<file path="config.mk">
export PLATFORM = sky130hd
export DESIGN_NAME = bin_to_7seg_mux
export DESIGN_NICKNAME = d
export VERILOG_FILES = /design/src/rtl/seg7_pkg.sv /design/src/rtl/seg7_enc.sv /design/src/rtl/bin_to_7seg_mux.sv
export SDC_FILE = /design/constraint.sdc
export NUM_CORES = 1
export LEC_CHECK = 0
export BUFFER_PORTS_ARGS = -buffer_cell sky130_fd_sc_hd__buf_2
export CAP_MARGIN = 20
export CORE_MARGIN = 2
export CORE_UTILIZATION = 55
export CTS_BUF_LIST = sky130_fd_sc_hd__clkbuf_8
export CTS_CLUSTER_SIZE = 30
export DETAILED_ROUTE_END_ITERATION = 7
export PLACE_DENSITY = 0.72
export SLEW_MARGIN = 25
export SYNTH_ARGS = -nofsm -noshare
export SYNTH_HDL_FRONTEND = slang
export SYNTH_SLANG_ARGS = --single-unit
</file>
<file path="constraint.sdc">
create_clock -name clk -period 2.4 [get_ports clk]
set_clock_uncertainty 0.15 [all_clocks]
set_input_delay 0 -clock clk [delete_from_list [all_inputs] [get_ports clk]]
set_output_delay 0 -clock clk [all_outputs]
set_load 0.01 [all_outputs]
</file>
<file path="src/rtl/seg7_pkg.sv">
// Shared types and active-low glyph table for the 7-segment display path.
// Glyph bit order is gfedcba.
package seg7_pkg;

  typedef enum logic [1:0] {
    IDLE  = 2'd0,
    SHIFT = 2'd1,
    DONE  = 2'd2
  } state_t;

  localparam logic [6:0] SEG_0     = 7'b1000000;
  localparam logic [6:0] SEG_1     = 7'b1111001;
  localparam logic [6:0] SEG_2     = 7'b0100100;
  localparam logic [6:0] SEG_3     = 7'b0110000;
  localparam logic [6:0] SEG_4     = 7'b0011001;
  localparam logic [6:0] SEG_5     = 7'b0010010;
  localparam logic [6:0] SEG_6     = 7'b0000010;
  localparam logic [6:0] SEG_7     = 7'b1111000;
  localparam logic [6:0] SEG_8     = 7'b0000000;
  localparam logic [6:0] SEG_9     = 7'b0010000;
  localparam logic [6:0] SEG_A     = 7'b0001000;
  localparam logic [6:0] SEG_B     = 7'b0000011;
  localparam logic [6:0] SEG_C     = 7'b1000110;
  localparam logic [6:0] SEG_D     = 7'b0100001;
  localparam logic [6:0] SEG_E     = 7'b0000110;
  localparam logic [6:0] SEG_F     = 7'b0001110;
  localparam logic [6:0] SEG_BLANK = 7'b1111111;
  localparam logic [6:0] SEG_DASH  = 7'b0111111;

  function automatic logic [6:0] nib2seg(input logic [3:0] nib);
    logic [6:0] g;
    case (nib)
      4'h0:    g = SEG_0;
      4'h1:    g = SEG_1;
      4'h2:    g = SEG_2;
      4'h3:    g = SEG_3;
      4'h4:    g = SEG_4;
      4'h5:    g = SEG_5;
      4'h6:    g = SEG_6;
      4'h7:    g = SEG_7;
      4'h8:    g = SEG_8;
      4'h9:    g = SEG_9;
      4'hA:    g = SEG_A;
      4'hB:    g = SEG_B;
      4'hC:    g = SEG_C;
      4'hD:    g = SEG_D;
      4'hE:    g = SEG_E;
      4'hF:    g = SEG_F;
      default: g = SEG_BLANK;
    endcase
    return g;
  endfunction

endpackage

</file>
<file path="src/rtl/seg7_enc.sv">
// One digit's glyph (active-low). A dash overrides blanking, which overrides the nibble.
module seg7_enc
  import seg7_pkg::*;
(
  input  logic [3:0] nibble,
  input  logic       blank,
  input  logic       dash,
  output logic [6:0] glyph
);

  // Glyph select
  always_comb begin
    glyph = SEG_BLANK;
    if (dash) begin
      glyph = SEG_DASH;
    end else if (blank) begin
      glyph = SEG_BLANK;
    end else begin
      glyph = nib2seg(nibble);
    end
  end

endmodule

</file>
<file path="src/rtl/bin_to_7seg_mux.sv">
// Binary to DIGITS-digit display: sequential double-dabble (or raw hex), static
// per-digit segment bus and a scanned segment/anode pair.
module bin_to_7seg_mux
  import seg7_pkg::*;
#(
  parameter int WIDTH          = 8,
  parameter int DIGITS         = 3,
  parameter int SCAN_DIV       = 50000,
  parameter bit SEG_ACTIVE_LOW = 1'b1
) (
  input  logic                  clk,
  input  logic                  rst,
  input  logic [WIDTH-1:0]      bin,
  input  logic                  start,
  input  logic                  hex_mode,
  input  logic                  blank_en,
  output logic                  busy,
  output logic                  done,
  output logic                  ovf,
  output logic [7*DIGITS-1:0]   seg_all,
  output logic [6:0]            seg,
  output logic [DIGITS-1:0]     an
);

  localparam int BW = 4 * DIGITS;
  localparam int CW = $clog2(WIDTH + 1);
  localparam int PW = (SCAN_DIV > 1) ? $clog2(SCAN_DIV) : 1;
  localparam int IW = (DIGITS > 1) ? $clog2(DIGITS) : 1;

  state_t              state_r, state_nxt_s;
  logic                load_s, shift_s, fin_s;
  logic [WIDTH-1:0]    shreg_r;
  logic [BW-1:0]       bcd_r, adj_s, disp_r;
  logic [CW-1:0]       cnt_r;
  logic                hex_r, ovf_acc_r, valid_r, ovf_r, done_r, busy_r;
  logic [BW+WIDTH-1:0] ext_s;
  logic                hex_ovf_s;
  logic [DIGITS-1:0]   blank_s;
  logic                zero_above_s;
  logic [6:0]          glyph_s [DIGITS];
  logic [6:0]          pglyph_s [DIGITS];
  logic [PW-1:0]       presc_r;
  logic [IW-1:0]       idx_r, idx_nxt_s;
  logic                tc_s;
  logic [6:0]          seg_r;
  logic [DIGITS-1:0]   an_r;

  // FSM state register
  always_ff @(posedge clk or posedge rst) begin
    if (rst) begin
      state_r <= IDLE;
    end else begin
      state_r <= state_nxt_s;
    end
  end

  // FSM next state and datapath strobes
  always_comb begin
    state_nxt_s = state_r;
    load_s      = 1'b0;
    shift_s     = 1'b0;
    fin_s       = 1'b0;
    case (state_r)
      IDLE: begin
        if (start) begin
          load_s      = 1'b1;
          state_nxt_s = hex_mode ? DONE : SHIFT;
        end else begin
          state_nxt_s = IDLE;
        end
      end
      SHIFT: begin
        shift_s = 1'b1;
        if (cnt_r == CW'(1)) begin
          state_nxt_s = DONE;
        end else begin
          state_nxt_s = SHIFT;
        end
      end
      DONE: begin
        fin_s       = 1'b1;
        state_nxt_s = IDLE;
      end
      default: state_nxt_s = IDLE;
    endcase
  end

  // Add-3 correction of every BCD nibble ahead of the shift
  always_comb begin
    adj_s = bcd_r;
    for (int i = 0; i < DIGITS; i++) begin
      if (bcd_r[4*i +: 4] >= 4'd5) begin
        adj_s[4*i +: 4] = bcd_r[4*i +: 4] + 4'd3;
      end else begin
        adj_s[4*i +: 4] = bcd_r[4*i +: 4];
      end
    end
  end

  assign ext_s     = {{BW{1'b0}}, shreg_r};
  assign hex_ovf_s = |(ext_s >> BW);

  // Conversion datapath and display register
  always_ff @(posedge clk or posedge rst) begin
    if (rst) begin
      shreg_r   <= '0;
      bcd_r     <= '0;
      cnt_r     <= '0;
      hex_r     <= 1'b0;
      ovf_acc_r <= 1'b0;
      disp_r    <= '0;
      valid_r   <= 1'b0;
      ovf_r     <= 1'b0;
      done_r    <= 1'b0;
      busy_r    <= 1'b0;
    end else begin
      done_r <= 1'b0;
      if (load_s) begin
        shreg_r   <= bin;
        bcd_r     <= '0;
        cnt_r     <= CW'(WIDTH);
        hex_r     <= hex_mode;
        ovf_acc_r <= 1'b0;
        busy_r    <= 1'b1;
      end else if (shift_s) begin
        bcd_r     <= {adj_s[BW-2:0], shreg_r[WIDTH-1]};
        shreg_r   <= {shreg_r[WIDTH-2:0], 1'b0};
        ovf_acc_r <= ovf_acc_r | adj_s[BW-1];
        cnt_r     <= cnt_r - CW'(1);
      end else if (fin_s) begin
        disp_r  <= hex_r ? ext_s[BW-1:0] : bcd_r;
        ovf_r   <= hex_r ? hex_ovf_s : ovf_acc_r;
        valid_r <= 1'b1;
        done_r  <= 1'b1;
        busy_r  <= 1'b0;
      end else begin
        done_r <= 1'b0;
      end
    end
  end

  // Leading-zero blanking, scanned from the top digit down; digit 0 never blanks
  always_comb begin
    blank_s      = '0;
    zero_above_s = 1'b1;
    for (int i = DIGITS - 1; i >= 0; i--) begin
      zero_above_s = zero_above_s & (disp_r[4*i +: 4] == 4'd0);
      if (!valid_r) begin
        blank_s[i] = 1'b1;
      end else if (blank_en && (i != 0) && zero_above_s) begin
        blank_s[i] = 1'b1;
      end else begin
        blank_s[i] = 1'b0;
      end
    end
  end

  for (genvar g = 0; g < DIGITS; g++) begin : gen_dig
    seg7_enc u_enc (
      .nibble (disp_r[4*g +: 4]),
      .blank  (blank_s[g]),
      .dash   (ovf_r),
      .glyph  (glyph_s[g])
    );
    assign pglyph_s[g]       = SEG_ACTIVE_LOW ? glyph_s[g] : ~glyph_s[g];
    assign seg_all[7*g +: 7] = pglyph_s[g];
  end

  assign tc_s = (presc_r == PW'(SCAN_DIV - 1));

  // Next scanned digit index
  always_comb begin
    idx_nxt_s = idx_r;
    if (tc_s) begin
      idx_nxt_s = (idx_r == IW'(DIGITS - 1)) ? '0 : idx_r + IW'(1);
    end else begin
      idx_nxt_s = idx_r;
    end
  end

  // Scan prescaler, digit index and registered segment/anode drive
  always_ff @(posedge clk or posedge rst) begin
    if (rst) begin
      presc_r <= '0;
      idx_r   <= '0;
      an_r    <= ~(DIGITS'(1));
      seg_r   <= SEG_ACTIVE_LOW ? SEG_BLANK : ~SEG_BLANK;
    end else begin
      presc_r <= tc_s ? '0 : presc_r + PW'(1);
      idx_r   <= idx_nxt_s;
      an_r    <= ~(DIGITS'(1) << idx_nxt_s);
      seg_r   <= pglyph_s[idx_nxt_s];
    end
  end

  assign busy = busy_r;
  assign done = done_r;
  assign ovf  = ovf_r;
  assign seg  = seg_r;
  assign an   = an_r;

endmodule

</file>
# == After elaboration in Yosys (flattened, before gate mapping) ==
# Memory sizes are Yosys's and may differ from the RTL's.
# Index checks and enable logic that the tools add are counted.
# Widths: inputs -> output; s select.
# word_totals
romBits,336
memories,3
word_cells,93
output_inout_bits,34
register_bits,72
# classes
muxes,43
addsub,6
shift,1
order_cmp,4
n_eq_ne,6
reduce_logical,9
bitwise,6
# mem_list
name,depth,width,rd,rd_ports_with_merged_regs,wr,line_no,rtl
(no name shown),16,7,1,0,0,seg7_pkg.sv:32,case (nib)
(no name shown),16,7,1,0,0,seg7_pkg.sv:32,
(no name shown),16,7,1,0,0,seg7_pkg.sv:32,
# ops
op,count
$mux 7,8
$mux 12,3
$mux 4,5
$mux 1,17
$add 16x1->16 const B,1
$eq 16x16->1 const B,1
$mux 16,1
$mux 8,2
$bmux 7 s2,1
$add 4x2->4 const B,3
$ge 4x3->1 const B,3
$mux 2,5
$logic_not 4->1,2
$eq 2x2->1 const B,2
$eq 4x1->1 const B,1
$pmux 2 s2,1
$reduce_bool 2->1,2
$sub 4x1->4 const B,1
$ge 3x3->1 const B,1
$not 2->3,1
$not 3->3,1
$reduce_and 3->1,1
$shl 1x2->3 const A,1
$add 2x1->2 const B,1
8 further kinds,10

# == Longest topological paths before layout ==
# logic_depth
word_depth,10
ltp_mapped,8
ltp_nobuf,7

# == Modules after synthesis ==
# Synthesis repeated with hierarchy kept, for this count alone.
# hier_totals
hier_cells,498
area_unflattened_um2,4653.2
# by_module_without_submodules
mod,instances,seq_area_each_um2,area_each_um2,cells_per_inst
bin_to_7seg_mux,1,1813.0,3656.0,372
seg7_enc at gen_dig[0].u_enc ...,2,0.0,335.3,42
seg7_enc at gen_dig[1].u_enc,1,0.0,326.6,42

# == Worst setup path after synthesis ==
# Ideal clock, no wire load.
# synth_timing
kind,reg-to-reg
from,register disp_r[8]
to,register seg_r[4] (netlist: seg[4])
path_buffers,0
slack_ns,0.406
stages_incl_launch_ff,8
required_time_ns,2.164
synth_period_minus_slack_ns,1.994
arrival_ns,1.757
cell_sequence,dfrtp_1 -> inv_1 -> ha_1 -> and4bb_2 -> and3_4 -> or3_4 -> o21ai_0 -> nand3_1
# synth_between
elab_chain_cells,10
word_cells_on_any_way,16
# synth_lines
element,line_no,rtl
"start, declared",bin_to_7seg_mux.sv:33,"logic [BW-1:0] bcd_r, adj_s, disp_r;"
"start signal, assigned",bin_to_7seg_mux.sv:131,disp_r <= hex_r ? ext_s[BW-1:0] : bcd_r;
$logic_not 4->1,bin_to_7seg_mux.sv:147,zero_above_s = zero_above_s & (disp_r[4*i +: 4] == 4'd0);
$and 1x1->1,bin_to_7seg_mux.sv:147,
$logic_and 1x1->1,bin_to_7seg_mux.sv:150,end else if (blank_en && (i != 0) && zero_above_s) begin
$mux 1,bin_to_7seg_mux.sv:150,
$mux 1,bin_to_7seg_mux.sv:148,if (!valid_r) begin
$mux 7,seg7_enc.sv:16,end else if (blank) begin
$mux 7,seg7_enc.sv:14,if (dash) begin
net seg_all[11],bin_to_7seg_mux.sv:20,"output logic [7*DIGITS-1:0] seg_all,"
$bmux 7 s2,bin_to_7seg_mux.sv:192,seg_r <= pglyph_s[idx_nxt_s];
$mux 7 (implied by the code) (2 in series),bin_to_7seg_mux.sv:192,
"end signal, assigned",bin_to_7seg_mux.sv:187,seg_r <= SEG_ACTIVE_LOW ? SEG_BLANK : ~SEG_BLANK;
"end signal, assigned",bin_to_7seg_mux.sv:192,
"end, declared",bin_to_7seg_mux.sv:45,logic [6:0] seg_r;
# The timed path passes the listed nets, and every way through them passes these cells. The select of a mux whose other input is x is not followed.
# A chain may end at the register's enable or synchronous reset.

# == Final worst setup path ==
# layout_timing
from,register disp_r[4]
to,output seg_all[13]
# layout_between
elab_chain_cells,7
word_cells_on_any_way,8
# layout_lines
element,line_no
$logic_not 4->1,bin_to_7seg_mux.sv:147
$and 1x1->1,bin_to_7seg_mux.sv:147
$logic_and 1x1->1,bin_to_7seg_mux.sv:150
$mux 1,bin_to_7seg_mux.sv:150
$mux 1,bin_to_7seg_mux.sv:148
$mux 7 (*),seg7_enc.sv:16
$mux 7 (*),seg7_enc.sv:14
"end, declared",bin_to_7seg_mux.sv:20
# Every way passes the cells marked *; elsewhere a longest branch is shown, timed or not.

==> results <==
- Once routing completed, OpenROAD measured the worst setup slack at 0.0820 ns.
- Hold is met by 0.139 ns.
- The required time at the worst-slack endpoint is 2.25 ns.
- The cell count after synthesis is 482.
- The total of max-cap violations is 0.
- The final HPWL from detailed placement is 7270 um.
- In the synthesized netlist the dominant register cell turns out to be dfrtp_1.
- For this run, the top clock speed supported by timing is 431 MHz.
- The cell at the root of the clock tree is clkbuf_8.
- Across the VDD grid, the largest voltage drop is 701 uV.
- Summing over every cut layer, the via total after detailed routing is 3,717.
- The total routing resource utilization after global routing is 0.249.
- The remaining antenna violation count is 0.
- In this run, synthesis inferred 0 flip-flops with an integrated enable.
- Summing every instance area after synthesis gives 4470 um2.
- The number of detailed-routing iterations run before antenna repair is 4.
- The number of setup violations in the final report is 0.
- The number of antenna violations at the first check in global routing is 0.
- The count of final max-slew check failures is 0.
- The accumulated negative setup slack is 0 ns.
- The pin count of the biggest net entering global routing is 34.
- Tracing the worst setup path back leads to its startpoint at disp_r[4]$_DFFE_PP0P_.
- The number of global-route vias before repair came to 3,606.
- During placement, the flow inserted port buffers numbering 46.
- Before CTS, the worst setup slack after placement is 0.248 ns.
- The number of nets in the synthesized netlist is 523.
- The overall power is 6.40 mW.
- Subtracting the final worst setup slack from the clock period gives 2.32 ns.
- The standby leakage power is 2.33 nW.
- The per-cell routed wire length is 15.7 um.
- The level count of the clock H-tree is 3.
- The total congestion overflow after global routing is 0.
- The clock-pin transition on the worst setup and hold timing paths is 0.09 ns.
- The clock reaches the later pin of the worst-skew pair after 0.36 ns.
- During synthesis, Yosys emitted a total of 0 warnings.
- After synthesis, the netlist uses 69 different library cells.
- The number of endpoints with negative hold slack in the final report is 0.
- In this run the worst path has a maximum fanout of 7.
- Once the clock tree was built, the setup fixing pass inserted 0 buffers.
- The die outline width is 94.1 um.
- The worst setup path is launched from a register.
- After detailed routing, the total wire length is 10,100 um.
- Routability-driven placement finished with a final weighted congestion of 0.958.
- The floorplan has 32 rows.
- The start-to-end type of the worst setup path is reg -> out.
- The area growth from synthesis to final layout is 14.5%.
- The CTS tree is done.
- Synthesis inferred 72 register bits.
- The die height is 94.1 um.
- In this run the mean area of a mapped cell was 9.27 um2.
- The class of the most critical hold timing path is in -> async.
- The repair_antennas step left the layout with diodes totalling 0.
- The measured slew at the worst slew-check pin is 0.673 ns.
- The first global-routing pass estimated 17,600 um of wire.
- The final cycle utilization of the critical path is 0.966.
- The arrival time reported for the critical path endpoint is 2.17 ns.
- The fraction of final layout cells with drive strength greater than 1 is 0.197.
- Setup repair after global routing left no endpoint under its margin.
- The detailed router finished its first iteration with 193 violations.
- The per-cell via count in the routed design is 5.77.
- The maximum clock insertion buffer count is 2.
- The run finished with clean final reports.
- The area of the core is 7810 um2.
- The remaining design rule violation count is 0.
- For this run, the share of the core covered by cells in the final layout is 0.656.
- The critical path endpoint category is an output port.
- In this run the critical register-to-register path is launched from disp_r[5]$_DFFE_PP0P_.
- The die covers 8860 um2.
- The worst slew margin relative to its limit is 0.551.
- The power density over the cells is 1250 nW/um2.
- The number of nets in the layout is 578.
- The effective utilization at floorplan is 0.572.
- The fraction of registers with async set or reset after synthesis is 1.00.
- Clock tree synthesis found a total of 72 sinks.
- 47 I/O pins were placed.
- The number of buffers created by CTS is 9.
- The portion of the post-synthesis area used by sequential elements is 0.406.
state kept, by name (all words and copies together) (netlist names):
name and count:
presc_r 16, bcd_r 12, disp_r 12, shreg_r 8
seg 7, cnt_r 4, an 3, idx_r 2
state_r 2, busy 1, done 1, hex_r 1
ovf 1, ovf_acc_r 1, valid_r 1
cells in the final DEF, fill, tap and decap left out, drive strengths merged, types with 9 or more instances in the layout:
cell type	n
mux2i	17
clkbuf	10
nor2	29
xor2	11
nand2b	15
nand2	66
a21oi	13
buf	57
xnor2	10
a22oi	14
o21ai	37
inv	27
dfrtp	63
nand3	27
ha	28
dfstp	9
dlygate4sd3	11
through the flow:
stage	cell area (um2)	cells
4_1_cts	5100	644
6_report	5120	644
3_5_place_dp	4790	617
2_1_floorplan	4470	482
3_3_place_gp	4790	617
5_1_grt	5120	644
where the power goes:
part	leakage (nW)	total (mW)	switching (mW)	internal [mW]
Sequential	0.912	2.05	0.463	1.58
Clock	0.0957	0.980	0.478	0.503
Combinational	1.33	3.38	1.96	1.42
worst paths after layout:
check,to,slack [ns],cells past startpoint
max,seg_all[13],0.08,6
max reg2reg,seg[0]$_DFF_PP1_,0.24,7
min,disp_r[11]$_DFFE_PP0P_,0.14,3
max in group asynchronous,bcd_r[4]$_DFFE_PP0P_,1.15,4
min in group clk,seg[6]$_DFF_PP1_,0.19,6
min reg2reg,busy$_DFFE_PP0P_,0.33,2
cells in the mapped netlist, types with 6 or more instances:
cell type,instances,area share
nor2b_1,7,0.0098
nand2b_1,14,0.020
dfrtp_1,63,0.35
ha_1,28,0.078
a21oi_1,13,0.015
o21ai_0,35,0.039
nor2_1,27,0.023
clkbuf_1,15,0.013
nand3_1,26,0.029
inv_1,26,0.022
xor2_1,11,0.022
nand4_1,6,0.0084
a22oi_1,14,0.024
dfstp_2,9,0.053
xnor2_1,10,0.020
nand2_1,66,0.055
mux2i_1,17,0.038
repair_timing:
item	CTS	global route
resized for setup	0	4
hold buffers	11	0
endpoints found under the setup margin	0	6
endpoints found under the hold margin	37	0
layer usage:
layer | global-route usage | vias to the layer above | routed length, um
met1 | 0.345 | 1777 | 4700
met5 | 0 | - | 0
met2 | 0.400 | 112 | 4770
met4 | 0.0930 | 0 | 155
li1 | - | 1815 | -
met3 | 0.0329 | 13 | 507
worst max-delay path, stage by stage (launching register included):
cell and delay (ns):
dfrtp_1 0.47, inv_1 0.15, ha_1 0.23, nand2_1 0.11, a311o_1 0.39, a41oi_1 0.28, buf_2 0.20
logic make-up after synthesis:
| group | synth area share |
|---|---|
| AND/OR/NAND/NOR | 0.235 |
| AO/OA/AOI/OAI | 0.146 |
| flip-flops | 0.406 |
| buffers and inverters | 0.0481 |
| adder cells (fa/ha/maj) | 0.0784 |
| XOR/XNOR | 0.0412 |
| multiplexers | 0.0456 |
final cells by class:
class                           instances  area (um2)
Fill cell                             663        2690
Tap cell                              102         128
Inverter                               26        97.6
Clock buffer                           10         138
Multi-Input combinational cell        360        2460
Timing Repair Buffer                   68         423
Sequential cell                        72        1820
Clock inverter                          6        61.3
Power figures use the tool's default switching activity.
